### src/rtl/tbcm_arbiter_pkg.sv
// Shared arbiter types and helpers: one-hot rotation and one-hot checking,
// used by the round-robin and weighted round-robin arbiters.
package tbcm_arbiter_pkg;

  localparam int TBCM_ARB_MAX_REQ = 32;

  typedef logic [TBCM_ARB_MAX_REQ-1:0]         tbcm_arb_vec_t;
  typedef logic [$clog2(TBCM_ARB_MAX_REQ)-1:0] tbcm_rr_index_t;

  // Rotate a vector left by one position inside its low n bits.
  function automatic tbcm_arb_vec_t tbcm_onehot_rotl(input tbcm_arb_vec_t vec,
                                                     input int unsigned   n);
    tbcm_arb_vec_t res;
    res = '0;
    for (int unsigned i = 0; i < n; i++) begin
      res[(i + 1) % n] = vec[i];
    end
    return res;
  endfunction

  function automatic logic tbcm_is_onehot(input tbcm_arb_vec_t vec);
    int unsigned cnt;
    cnt = 0;
    for (int i = 0; i < TBCM_ARB_MAX_REQ; i++) begin
      if (vec[i]) cnt++;
    end
    return cnt == 1;
  endfunction

endpackage

### src/rtl/tbcm_rr_picker.sv
// Combinational picker: first set request strictly after the one-hot pointer,
// wrapping; returns the pointer bit itself if it is the only requester.
module tbcm_rr_picker
  import tbcm_arbiter_pkg::*;
#(
  parameter int REQUESTS = 2
) (
  input  logic [REQUESTS-1:0] request,
  input  logic [REQUESTS-1:0] pointer,
  output logic [REQUESTS-1:0] pick
);

  tbcm_arb_vec_t cand;
  logic          found;

  // Walk the candidate one-hot around the ring starting just above the pointer.
  always_comb begin
    pick  = '0;
    found = 1'b0;
    cand  = tbcm_onehot_rotl(tbcm_arb_vec_t'(pointer), REQUESTS);
    for (int i = 0; i < REQUESTS; i++) begin
      if (!found && ((cand[REQUESTS-1:0] & request) != '0)) begin
        pick  = cand[REQUESTS-1:0];
        found = 1'b1;
      end
      cand = tbcm_onehot_rotl(cand, REQUESTS);
    end
  end

endmodule

### src/rtl/tbcm_weighted_round_robin_arbiter.sv
// Weighted round-robin arbiter: combinational grant, owner keeps up to weight+1 grants,
// optional hold-until-free lock; TBCM_WRR_ARBITER_URGENT_EN adds an urgent request class.
module tbcm_weighted_round_robin_arbiter
  import tbcm_arbiter_pkg::*;
#(
  parameter int                  REQUESTS      = 2,
  parameter int                  WEIGHT_WIDTH  = 4,
  parameter bit                  KEEP_RESULT   = 1'b1,
  parameter logic [REQUESTS-1:0] INITIAL_GRANT = REQUESTS'(1)
) (
  input  logic                    clk,
  input  logic                    rst,
  input  logic [REQUESTS-1:0]     i_request,
  input  logic [WEIGHT_WIDTH-1:0] i_weight [REQUESTS],
  input  logic [REQUESTS-1:0]     i_free,
`ifdef TBCM_WRR_ARBITER_URGENT_EN
  input  logic [REQUESTS-1:0]     i_urgent,
`endif
  output logic [REQUESTS-1:0]     o_grant
);

  localparam int IDX_W = (REQUESTS > 1) ? $clog2(REQUESTS) : 1;

  if (!tbcm_is_onehot(tbcm_arb_vec_t'(INITIAL_GRANT))) begin : g_bad_initial_grant
    $error("INITIAL_GRANT must be one-hot");
  end
  if (REQUESTS < 2 || REQUESTS > TBCM_ARB_MAX_REQ) begin : g_bad_requests
    $error("REQUESTS out of range");
  end

  logic [REQUESTS-1:0]     owner;
  logic [REQUESTS-1:0]     cls_req;
  logic [REQUESTS-1:0]     pick_all;
  logic [REQUESTS-1:0]     pick_sel;
  logic [REQUESTS-1:0]     winner;
  logic [REQUESTS-1:0]     grant;
  logic [WEIGHT_WIDTH-1:0] credit;
  logic [WEIGHT_WIDTH-1:0] load_weight;
  logic                    busy;
  logic                    grab;
  logic                    stay;
  tbcm_rr_index_t          win_idx;

  tbcm_rr_picker #(.REQUESTS(REQUESTS)) u_pick_all (
    .request (i_request),
    .pointer (owner),
    .pick    (pick_all)
  );

`ifdef TBCM_WRR_ARBITER_URGENT_EN
  logic [REQUESTS-1:0] urgent_req;
  logic [REQUESTS-1:0] pick_urgent;

  assign urgent_req = i_request & i_urgent;

  tbcm_rr_picker #(.REQUESTS(REQUESTS)) u_pick_urgent (
    .request (urgent_req),
    .pointer (owner),
    .pick    (pick_urgent)
  );

  // Any urgent request narrows the contest to the urgent set, preempting a normal owner.
  assign cls_req  = (urgent_req != '0) ? urgent_req : i_request;
  assign pick_sel = (urgent_req != '0) ? pick_urgent : pick_all;
`else
  assign cls_req  = i_request;
  assign pick_sel = pick_all;
`endif

  assign grab   = !busy && (i_request != '0);
  assign stay   = ((owner & cls_req) != '0) && (credit != '0);
  assign winner = stay ? owner : pick_sel;

  always_comb begin
    grant = '0;
    if (rst) begin
      grant = '0;
    end else if (grab) begin
      grant = winner;
    end else if (busy) begin
      grant = owner;
    end
  end

  assign o_grant = grant;

  always_comb begin
    win_idx = '0;
    for (int i = 0; i < REQUESTS; i++) begin
      if (winner[i]) win_idx = tbcm_rr_index_t'(i);
    end
  end

  assign load_weight = i_weight[win_idx[IDX_W-1:0]];

  // Weight is only sampled when the turn moves, so mid-turn edits wait for the next rotate.
  always_ff @(posedge clk or posedge rst) begin
    if (rst) begin
      owner  <= INITIAL_GRANT;
      credit <= '0;
    end else if (grab) begin
      if (stay) begin
        credit <= credit - 1'b1;
      end else begin
        owner  <= winner;
        credit <= load_weight;
      end
    end
  end

  if (KEEP_RESULT) begin : g_keep
    // Release wins over a new grab so a same-cycle grant+free never locks.
    always_ff @(posedge clk or posedge rst) begin
      if (rst) begin
        busy <= 1'b0;
      end else if ((grant & i_free) != '0) begin
        busy <= 1'b0;
      end else if (grab) begin
        busy <= 1'b1;
      end
    end
  end else begin : g_no_keep
    logic unused_free;
    assign unused_free = ^i_free;
    assign busy        = 1'b0;
  end

  a_grant_onehot0: assert property (@(posedge clk) disable iff (rst) $onehot0(o_grant));

endmodule

### config.mk
export PLATFORM = sky130hd
export DESIGN_NAME = tbcm_weighted_round_robin_arbiter
export DESIGN_NICKNAME = d
export VERILOG_FILES = /design/src/rtl/tbcm_arbiter_pkg.sv /design/src/rtl/tbcm_rr_picker.sv /design/src/rtl/tbcm_weighted_round_robin_arbiter.sv
export SDC_FILE = /design/constraint.sdc
export NUM_CORES = 1
export LEC_CHECK = 0
export ABC_CLOCK_PERIOD_IN_PS = 3400
export CAP_MARGIN = 20
export CORE_UTILIZATION = 30
export CTS_CLUSTER_SIZE = 24
export DETAILED_ROUTE_END_ITERATION = 7
export GPL_TIMING_DRIVEN = 1
export PLACE_DENSITY = 0.57
export SLEW_MARGIN = 20
export SYNTH_ARGS = -nofsm -noshare
export SYNTH_HDL_FRONTEND = slang
export SYNTH_HIERARCHICAL = 1
export SYNTH_SLANG_ARGS = --single-unit
### constraint.sdc
create_clock -name clk -period 3.4 [get_ports clk]
set_input_delay 0.68 -clock clk [delete_from_list [all_inputs] [get_ports clk]]
set_output_delay 0.68 -clock clk [all_outputs]
set_load 0.01 [all_outputs]
After elaboration in Yosys (flattened, before gate mapping)
Index checks and enable logic that the tools add are counted.
- register bits after elaboration: 7
- output and inout bits: 2
- logic and storage cells: 36
- add/subtract/negate cells: 1
- magnitude comparators: 1
- mux-type cells: 14
- bitwise operators: 5
- reduce and logical (&&, ||, !) cells: 12
- operator list (operator ; count):
    4-bit 2-to-1 mux ; 4
    2-bit 2-to-1 mux ; 6
    2-bit nonzero test ; 5
    2-bit bitwise AND ; 3
    1-bit 2-to-1 mux ; 4
    4-bit nonzero test ; 1
    4-bit by 1-bit subtractor with 4-bit output, second input constant ; 1
    1-bit logical AND ; 3
    2-bit greater-or-equal comparator, second input constant ; 1
    1-bit logical NOT ; 2
    1-bit NOT with 2-bit output ; 1
    2-bit AND reduction ; 1
    1-bit NOT ; 1

Logic depth before layout (Yosys ltp)
- depth in word-level cells: 13
- mapped depth: 7
- mapped depth without buffers: 6

Modules after synthesis
The synthesis kept the hierarchy.
- by module, submodules not included (module ; instances ; cells an instance ; area each (um2) ; seq. area each (um2)):
    tbcm_weighted_round_robin_arbiter ; 1 ; 57 ; 546.8 ; 176.4
    tbcm_rr_picker ; 1 ; 6 ; 40.0 ; 0.0

Least setup slack after synthesis
Ideal clock, no wire load.
- kind: input -> output
- from: input port i_request[0]
- to: output port o_grant[1]
- data arrival time: 1.488 ns
- required time: 2.720 ns
- setup slack: 1.232 ns
- stages: 5
- buffers on the path: 1
- path through: mux2_1 > a22o_1 > buf_2 > o211ai_2 > a21oi_1
- word-level cells in the longest chain between the ends: 9
- elaborated cells between the ends (all ways): 15
- RTL lines (element ; RTL line ; source):
    start, declared ; tbcm_weighted_round_robin_arbiter.sv:13 ; input logic [REQUESTS-1:0] i_request,
    2-bit bitwise AND ; tbcm_rr_picker.sv:22 ; if (!found && ((cand[REQUESTS-1:0] & request) != '0)) begin
    2-bit nonzero test ; tbcm_rr_picker.sv:22 ;
    1-bit 2-to-1 mux ; tbcm_rr_picker.sv:22 ;
    1-bit logical NOT ; tbcm_rr_picker.sv:22 ;
    1-bit logical AND ; tbcm_rr_picker.sv:22 ;
    2-bit 2-to-1 mux (*) ; tbcm_rr_picker.sv:22 ;
    via pick_all[1] ; tbcm_weighted_round_robin_arbiter.sv:33 ; logic [REQUESTS-1:0] pick_all;
    2-bit 2-to-1 mux (*) ; tbcm_weighted_round_robin_arbiter.sv:72 ; assign winner = stay ? owner : pick_sel;
    2-bit 2-to-1 mux (*) ; tbcm_weighted_round_robin_arbiter.sv:78 ; end else if (grab) begin
    2-bit 2-to-1 mux (*) ; tbcm_weighted_round_robin_arbiter.sv:76 ; if (rst) begin
    end, declared ; tbcm_weighted_round_robin_arbiter.sv:19 ; output logic [REQUESTS-1:0] o_grant
The timed path passes the listed nets; every way through them passes the cells marked *.

Worst setup path in the final report
- from: input port i_request[1]
- to: output port o_grant[1]
- word-level cells in the longest chain between the ends: 9
- elaborated cells between the ends (all ways): 15
- RTL lines (element ; RTL line):
    2-bit bitwise AND ; tbcm_rr_picker.sv:22
    2-bit nonzero test ; tbcm_rr_picker.sv:22
    1-bit 2-to-1 mux ; tbcm_rr_picker.sv:22
    1-bit logical NOT ; tbcm_rr_picker.sv:22
    1-bit logical AND ; tbcm_rr_picker.sv:22
    2-bit 2-to-1 mux ; tbcm_rr_picker.sv:22
    2-bit 2-to-1 mux ; tbcm_weighted_round_robin_arbiter.sv:72
    2-bit 2-to-1 mux (*) ; tbcm_weighted_round_robin_arbiter.sv:78
    2-bit 2-to-1 mux (*) ; tbcm_weighted_round_robin_arbiter.sv:76
Every way passes the cells marked *; elsewhere a longest branch is shown, timed or not.

==> impl_metrics.json <==
{
  "status": "finished clean",
  "cts_buffers": 3,
  "final_cell_mix": "clkdlybuf4s50_1 (15), dfrtp_1 (6), a21oi_1 (5)",
  "ys_seq_area_share_pct": 30.1,
  "port_buffers": 15,
  "die_w_microns": 46.2,
  "synth_warnings": 6,
  "placement_rows": 15,
  "first_pass_iters": 4,
  "synth-edff-count": 0,
  "multiInputGateArea_sq_um": 390,
  "drive_gt1_share_pct": 13.4,
  "crit_type": "in -> out",
  "r2r_end": "credit[2]",
  "grt_max_degree": 11,
  "io_pins": 16,
  "cpLargestDelayFamily": "buffers and inverters",
  "cts-resized-gates": 0,
  "ys_types": 34,
  "power_density_mw_per_mm2": 341,
  "register_area_sq_um": 176,
  "fin_setup_tns_ps": 0,
  "critPathSlowestCell": "clkdlybuf4s50_1",
  "syn2layout_area_growth_pct": 35.8,
  "path_cells": "clkdlybuf4s50_1 > a22oi_4 > nor2_4 > o21ai_0 > a21oi_1 > clkdlybuf4s50_1",
  "n_antenna_cell": 0,
  "cts_tree": "built",
  "clock_latency_ps": 250,
  "clk_path_buf_depth": 2,
  "crit_path_end_kind": "output pin",
  "path_buf_inv": 2,
  "synth-seq-cells": 7,
  "reg2regPathDepth": 7,
  "syn_area_sq_um": 587,
  "final_common_cell": "clkdlybuf4s50_1",
  "setup_violations": 0,
  "setup.worst_path.end": "o_grant[1]",
  "critPathLaunchType": "primary input",
  "maxCapViolCount": 0,
  "die_area_sq_mm": 0.00214,
  "synthCells": 63,
  "reg2reg_slack_ps": 1610,
  "rsz0062_at_grt": "false",
  "synth_flop_cell": "dfrtp_1",
  "holdWs_ps": 511,
  "drc_errors": 0,
  "grt.total_usage_pct": 14.1,
  "period_share_pct": 94.4,
  "gp_congestion": 0.754,
  "synthesis.nets": 78,
  "vdd_ir_drop_max_mv": 0.192,
  "n_fill_cell": 177,
  "hold_violations": 0,
  "cts_max_level": 1,
  "antenna_found_initial": 0,
  "nNetsFinal": 98,
  "min_from": "credit[1]",
  "critPathLaunch": "i_request[1]",
  "clk_pin_slew_ps": 50,
  "cts_root_buffer": "clkbuf_4",
  "initial_core_util_pct": 32.9,
  "drtIter0Drc": 4,
  "wl_per_cell_microns": 12.1,
  "cp_slowest_stage_delay_ps": 620,
  "fin_util_pct": 44.7,
  "avgSynthCellArea_sq_um": 9.31,
  "worst_r2r_startpoint": "owner[0]",
  "power.leakage_uw": 0.000326,
  "fin_skew_ps": 1.66,
  "cp_max_fo": 10,
  "grt_pass1_wl_microns": 2130,
  "arrival_ps": 2530,
  "worst_slew_pin_slew_ps": 693,
  "cts_sinks": 7,
  "synthArstFlopShare_pct": 100,
  "relSlewSlack_pct": 53.7,
  "grt_overflow_total": 0,
  "core_area_sq_mm": 0.00178,
  "ant_nets": 0,
  "dp_hpwl_microns": 996,
  "hold_path.class": "reg -> reg",
  "worstPathRequired_ps": 2720,
  "wl_microns": 1290,
  "cp_common_cell": "clkdlybuf4s50_1",
  "vias": 534,
  "drv_slew": 0,
  "postCtsSetupBuffers": 0,
  "p_total_uw": 272,
  "post_cts_hold_buffer_count": 0,
  "fin_crit_ps": 3210,
  "max_freq_ghz": 0.312,
  "die_h_microns": 46.2,
  "viasPerCell": 4.99,
  "worst-path-stages": 6,
  "grt_pass1_vias": 471
}
## synth_stat cells (all sizes together) (2+ instances only)
| master | number | share of area (%) |
|---|---|---|
| mux2 | 2 | 3.8 |
| inv | 4 | 2.6 |
| o21ai | 5 | 4.3 |
| dfrtp | 6 | 26 |
| nand3 | 3 | 2.6 |
| mux2i | 3 | 5.1 |
| nand2 | 4 | 2.6 |
| o211ai | 2 | 3.4 |
| nand2b | 3 | 3.2 |
| o22ai | 3 | 3.2 |
| nor2 | 2 | 2.6 |
| nor2b | 3 | 3.2 |
| a21oi | 5 | 4.3 |
## metrics by stage
stage | setup WS, ps | std cells | cell area [sq um]
finish | 192 | 107 | 797
global route | 43.3 | 107 | 797
CTS | 179 | 107 | 797
detailed placement | 188 | 103 | 771
global placement | 189 | 103 | 771
floorplan | 1230 | 63 | 587
## how the worst min path moves through the flow
stage                 to  depth (start not counted)  slack (ps)
6_report       credit[1]                          2         510
5_1_grt        credit[1]                          2         590
4_1_cts        credit[1]                          2         520
3_5_place_dp   credit[1]                          2         510
3_3_place_gp   credit[1]                          2         500
2_1_floorplan  credit[1]                          2         470
## flip-flops by register name, summed over array words and instances, names as in the netlist
name	count
owner	2
credit	4
busy	1
## kinds of logic (layout without fill, tap and decap cells)
group | count (synthesis) | in the layout | synth area share, %
AO/OA/AOI/OAI | 27 | 27 | 36.0
flip-flops | 7 | 7 | 30.1
multiplexers | 5 | 5 | 8.96
AND/OR/NAND/NOR | 18 | 18 | 19.4
buffers and inverters | 5 | 24 | 3.41
adder cells (fa/ha/maj) | 1 | 1 | 2.13
## cell type report
class                   count  area share [%]
clock buffers               4            3.30
repair buffers             16            19.8
flip-flops and latches      7            22.1
multi-input cells          51            49.0
inverters                   4            1.88
well taps                  25            3.92
## power breakdown
group	internal, uW	total (uW)	leakage, uW	switching, uW
logic	43.4	80.1	0.000229	36.7
registers	97.9	115	0.0000820	16.7
clock network	44.9	77.2	0.0000150	32.3
## tightest hold or removal path, stage by stage, from the launching register on
cell     delay [ps]
dfrtp_1         360
nand2_1          50
o21ai_1          60
## layer usage
metal,wire [microns],track usage (%),up-vias,share of wire (%)
met5,0,0,-,0
met1,689,22.1,242,53
met2,554,17.7,10,43
met4,6,7.06,0,0.46
met3,42,2.35,2,3.2
li1,-,-,280,-
(Power assumes the default switching activity.)
==> patch 1 (same settings) <==
Change the parameter `KEEP_RESULT` from 1'b1 to 1'b0.
--- a/src/rtl/tbcm_weighted_round_robin_arbiter.sv
+++ b/src/rtl/tbcm_weighted_round_robin_arbiter.sv
@@ -6,5 +6,5 @@
   parameter int                  REQUESTS      = 2,
   parameter int                  WEIGHT_WIDTH  = 4,
-  parameter bit                  KEEP_RESULT   = 1'b1,
+  parameter bit                  KEEP_RESULT   = 1'b0,
   parameter logic [REQUESTS-1:0] INITIAL_GRANT = REQUESTS'(1)
 ) (
Formal check against the unedited RTL: not equivalent (Yosys sat finds a counterexample within 4 cycles, from zero or initial values and one cycle with rst high).
==> patch 1 against the unedited design <==
Synthesized area shrank 13%; synthesized cell count is 13% lower; setup slack better by 0.019 ns; wire length fell by 17%; final area shrank 14%; first-iteration DRC count did not move; sequential cell count fell by 1; critical endpoint unchanged.
Power is not compared: it rests on default switching activity, and its combinational part moved more than twofold at a synthesized area within 25%.
==> patch 1: results (changes against the unedited design) <==
* Layout cells sized above 1 at 23.6% (+10 points)
* Post-synthesis cell type count at 31 (-8.8%)
* Leading registers by flop count: credit (4), owner (2)
* Gpl congestion at 0.741 (-1.7%)
* Final #Nets at 88 (-10%)
* Most frequent cells after synthesis: dfrtp_1 (5), o21ai_0 (4)
* Status: completed
* Placed instance count at 84 (-18%)
* Cells after Synth at 55 (-13%)
* Max_slew headroom at 75.1% (+21 points)
* Pre-CTS WS at 0.215 ns (+0.0264 ns)
* Post-Syn Nets at 70 (-10%)
* Vias in the first global route at 443 (-5.9%)
* Drt wl/cell at 12.2 um (+1.1%)
* Peak supply drop at roughly 150 uV
* Clock skew at 0.00600 ns (+0.00434 ns)
* Final HPWL DP at 814 um (-18%)
* Critical Path AT at 2.51 ns (-0.02 ns)
* Compound-cell area share of the yosys netlist at 30.8% (-5.2 points)
* Met1 GRT Util at 19.2% (-2.9 points)
* Metal2 WL at 458 um (-17%)
* Vias per inst at 5.45 (+9.3%)
* Port Buf Inserts at 13 (-2)
* CP Max Fanout at 8 (-2)
* WL final at 1.08 mm (-17%)
* Sequential-to-total area share from yosys stat at 29.8% (-0.26 points)
* Global-route wire length before repair at 1.88 mm (-12%)
* Post-Synth Adder-Cell Area at 2.46% (+0.33 points)
* M1 WL at 588 um (-15%)
* Met3 wire len at 18 um (-57%)
* Met2 usage at 18.2% (+0.46 points)
* Largest cells by area after synthesis: dfrtp_1 (25%), mux2_2 (6.7%), dfstp_2 (5.2%), o211ai_1 (4.4%), mux2i_1 (3.9%)
* Met3 usage at 2.55% (+0.20 points)
## patch 1: cell types whose count changed in the layout (fill, tap and decap cells not counted), sizes merged, moves of 2 or more
cell,change
a211oi,+2
nor3,+2
mux2,+2
a21oi,-2
nand2b,-3
clkdlybuf4s50,-2
or2,+2
o22ai,-2
## patch 1: logic make-up (layout without fill, tap and decap cells)
family                   count (synthesis)  after routing
flip-flops                               6              6
AND/OR/NAND/NOR                         17             17
adder cells (fa/ha/maj)                  1              1
buffers and inverters                    4             21
AO/OA/AOI/OAI                           21             21
multiplexers                             6              6
## patch 1: path summary, 6_finish.rpt
| check | from | endpoint | slack, ns | cells after the start |
|---|---|---|---|---|
| worst max register to register | owner[0] | credit[2] | 1.66 | 6 |
| worst max-delay path | i_request[0] | o_grant[1] | 0.21 | 6 |
| min in group asynchronous | rst | credit[2] | 0.65 | 2 |
| worst min-delay path | credit[0] | credit[0] | 0.56 | 1 |
| max in group asynchronous | rst | owner[0] | 2.49 | 2 |
| worst min register to register | credit[0] | credit[0] | 0.56 | 1 |
## patch 1: metrics by stage
stage | cell area (um2) | total power, mW
detailed placement | 661 | 0.122
CTS | 687 | 0.194
finish | 687 | 0.190
floorplan | 508 | 0.102
global route | 687 | 0.209
global placement | 661 | 0.122
## patch 1: final cells by class
cell class              instances  area (um2)
fillers                       160         855
multi-input cells              45         340
flip-flops and latches          6         151
repair buffers                 14         138
clock buffers                   4        26.3
well taps                      16        20.0
inverters                       3        11.3
## patch 1: where the power goes
group	internal (mW)	switching, mW	total [mW]
Combinational	0.0230	0.0162	0.0392
Sequential	0.0760	0.00584	0.0818
Clock	0.0444	0.0247	0.0691
==> patch 2 (same flow settings) <==
Without the edit above. Reset style: synchronous (`rst`), changed in 2 clocked blocks.
--- a/src/rtl/tbcm_weighted_round_robin_arbiter.sv
+++ b/src/rtl/tbcm_weighted_round_robin_arbiter.sv
@@ -95,5 +95,5 @@
 
   // Weight is only sampled when the turn moves, so mid-turn edits wait for the next rotate.
-  always_ff @(posedge clk or posedge rst) begin
+  always_ff @(posedge clk) begin
     if (rst) begin
       owner  <= INITIAL_GRANT;
@@ -111,5 +111,5 @@
   if (KEEP_RESULT) begin : g_keep
     // Release wins over a new grab so a same-cycle grant+free never locks.
-    always_ff @(posedge clk or posedge rst) begin
+    always_ff @(posedge clk) begin
       if (rst) begin
         busy <= 1'b0;
Check against the original RTL: same outputs for any inputs over 10 cycles, from zero or initial values and one cycle with rst high; that may be too few to reach the edited logic, so the function may still have changed.
==> patch 2 against the unedited design <==
Count of clock-buffer cells in the layout unchanged; sequential cell count unchanged; wire length shrank 1.9%; setup slack better by 0.040 ns; synthesized area down 10%; final area decreased by 10%; worst hold slack worse by 0.015 ns.
Power is not compared: it rests on default switching activity, and its combinational part moved more than twofold at a synthesized area within 25%.
==> patch 2: results (changes against the unedited design) <==
* Status: completed
* WHS Endpoint: credit[0]
* Hold wc startpoint: credit[0]
* Sequential-to-total area share from yosys stat at 26.7% (-3.4 points)
* Share of synthesized registers carrying an async set or reset at 0% (-100 points)
* Global-route wire length before repair at 2.24 mm (+4.8%)
* Vias in the first global route at 509 (+8.1%)
* Most frequent cells after synthesis: a21oi_1 (7), dfxtp_1 (7), o21ai_0 (7), nand3_1 (6)
* Drt wl/cell at 13.0 um (+7.2%)
* Clock skew at 0.00332 ns (+0.00166 ns)
* Gpl congestion at 0.804 (+6.5%)
* Worst-Margin Slew at 0.403 ns (-0.290 ns)
* Vias per inst at 5.72 (+15%)
* Largest cells by area after synthesis: dfxtp_1 (27%), a21oi_1 (6.7%), o21ai_0 (6.7%), mux2i_1 (5.7%), nand3_1 (5.7%)
* Global-route usage over all layers at 15.4% (+1.3 points)
* Post-synthesis cell type count at 30 (-12%)
* Met1 GRT Util at 20.0% (-2.1 points)
* Setup slack, reg-to-reg at 1.69 ns (+0.08 ns)
* Synth Area per Inst at 8.08 um2 (-13%)
* Final HPWL DP at 919 um (-7.7%)
* Dpl cell area at 689 um2 (-11%)
* Placed instance count at 94 (-8.7%)
* Post-Syn Nets at 80 (+2.6%)
* Fill cells at 157 (-11%)
* Met3 usage at 3.75% (+1.4 points)
* R2R Path Start: owner[0]
* Non-Filler Instances at 98 (-8.4%)
* Initial DRT Pass Iterations at 6 (+2)
## patch 2: changes by cell type in the layout (fill, tap and decap cells not counted), sizes merged, moves of 3 or more
cell,before,now
o21ai,5,8
a21oi,5,8
dfxtp,0,7
o22ai,3,0
nand3,3,6
dfrtp,6,0
## patch 2: kinds of logic (layout without fill, tap and decap cells)
family          count (synthesis)  count (layout)  synth area share [%]
buf+inv                         6              23                  4.76
compound gates                 27              27                  35.5
mux                             6               6                  12.9
flops                           7               7                  26.7
simple gates                   18              18                  17.9
fa+ha+maj                       1               1                  2.38
## patch 2: worst max-delay path by stage
stage | from | endpoint | slack [ns] | cells after the start
floorplan | i_request[0] | o_grant[1] | 1.25 | 5
global placement | i_request[0] | o_grant[1] | 0.26 | 6
detailed placement | i_request[1] | o_grant[0] | 0.24 | 6
CTS | i_request[0] | o_grant[1] | 0.23 | 6
global route | i_request[0] | o_grant[0] | 0.09 | 6
finish | i_request[0] | o_grant[0] | 0.23 | 6
## patch 2: per-layer routing
layer | share of wire (%) | up-vias
li1 | - | 280
met1 | 49 | 260
met2 | 45 | 19
met3 | 5.5 | 2
met4 | 0.79 | 0
met5 | 0 | -
## patch 2: through the flow
stage	utilization, %	power, mW	setup slack, ns
2_1_floorplan	-	0.355	1.25
3_3_place_gp	43.7	0.434	0.262
3_5_place_dp	43.7	0.433	0.240
4_1_cts	45.4	0.514	0.229
5_1_grt	45.4	0.560	0.0873
6_report	45.4	0.512	0.232
## patch 2: final cells by class
type | count | area, um2 | area share (%)
clock buffer | 4 | 26.3 | 3.67
inverter | 3 | 11.3 | 1.57
multi-input combinational | 52 | 360 | 50.3
sequential | 7 | 140 | 19.6
tap | 16 | 20.0 | 2.80
timing repair buffer | 16 | 158 | 22.0
## patch 2: critical path, stage by stage
cell and delay, ns:
clkdlybuf4s50_1 0.49, a22oi_2 0.33, a21o_4 0.18, nand3_1 0.10, a21oi_1 0.15, clkdlybuf4s50_1 0.55
## patch 2: power breakdown
part | switching [mW] | total (mW) | internal [mW]
sequential | 0.0335 | 0.146 | 0.113
clock | 0.0334 | 0.0783 | 0.0450
combinational | 0.145 | 0.288 | 0.143
total | 0.211 | 0.512 | 0.301
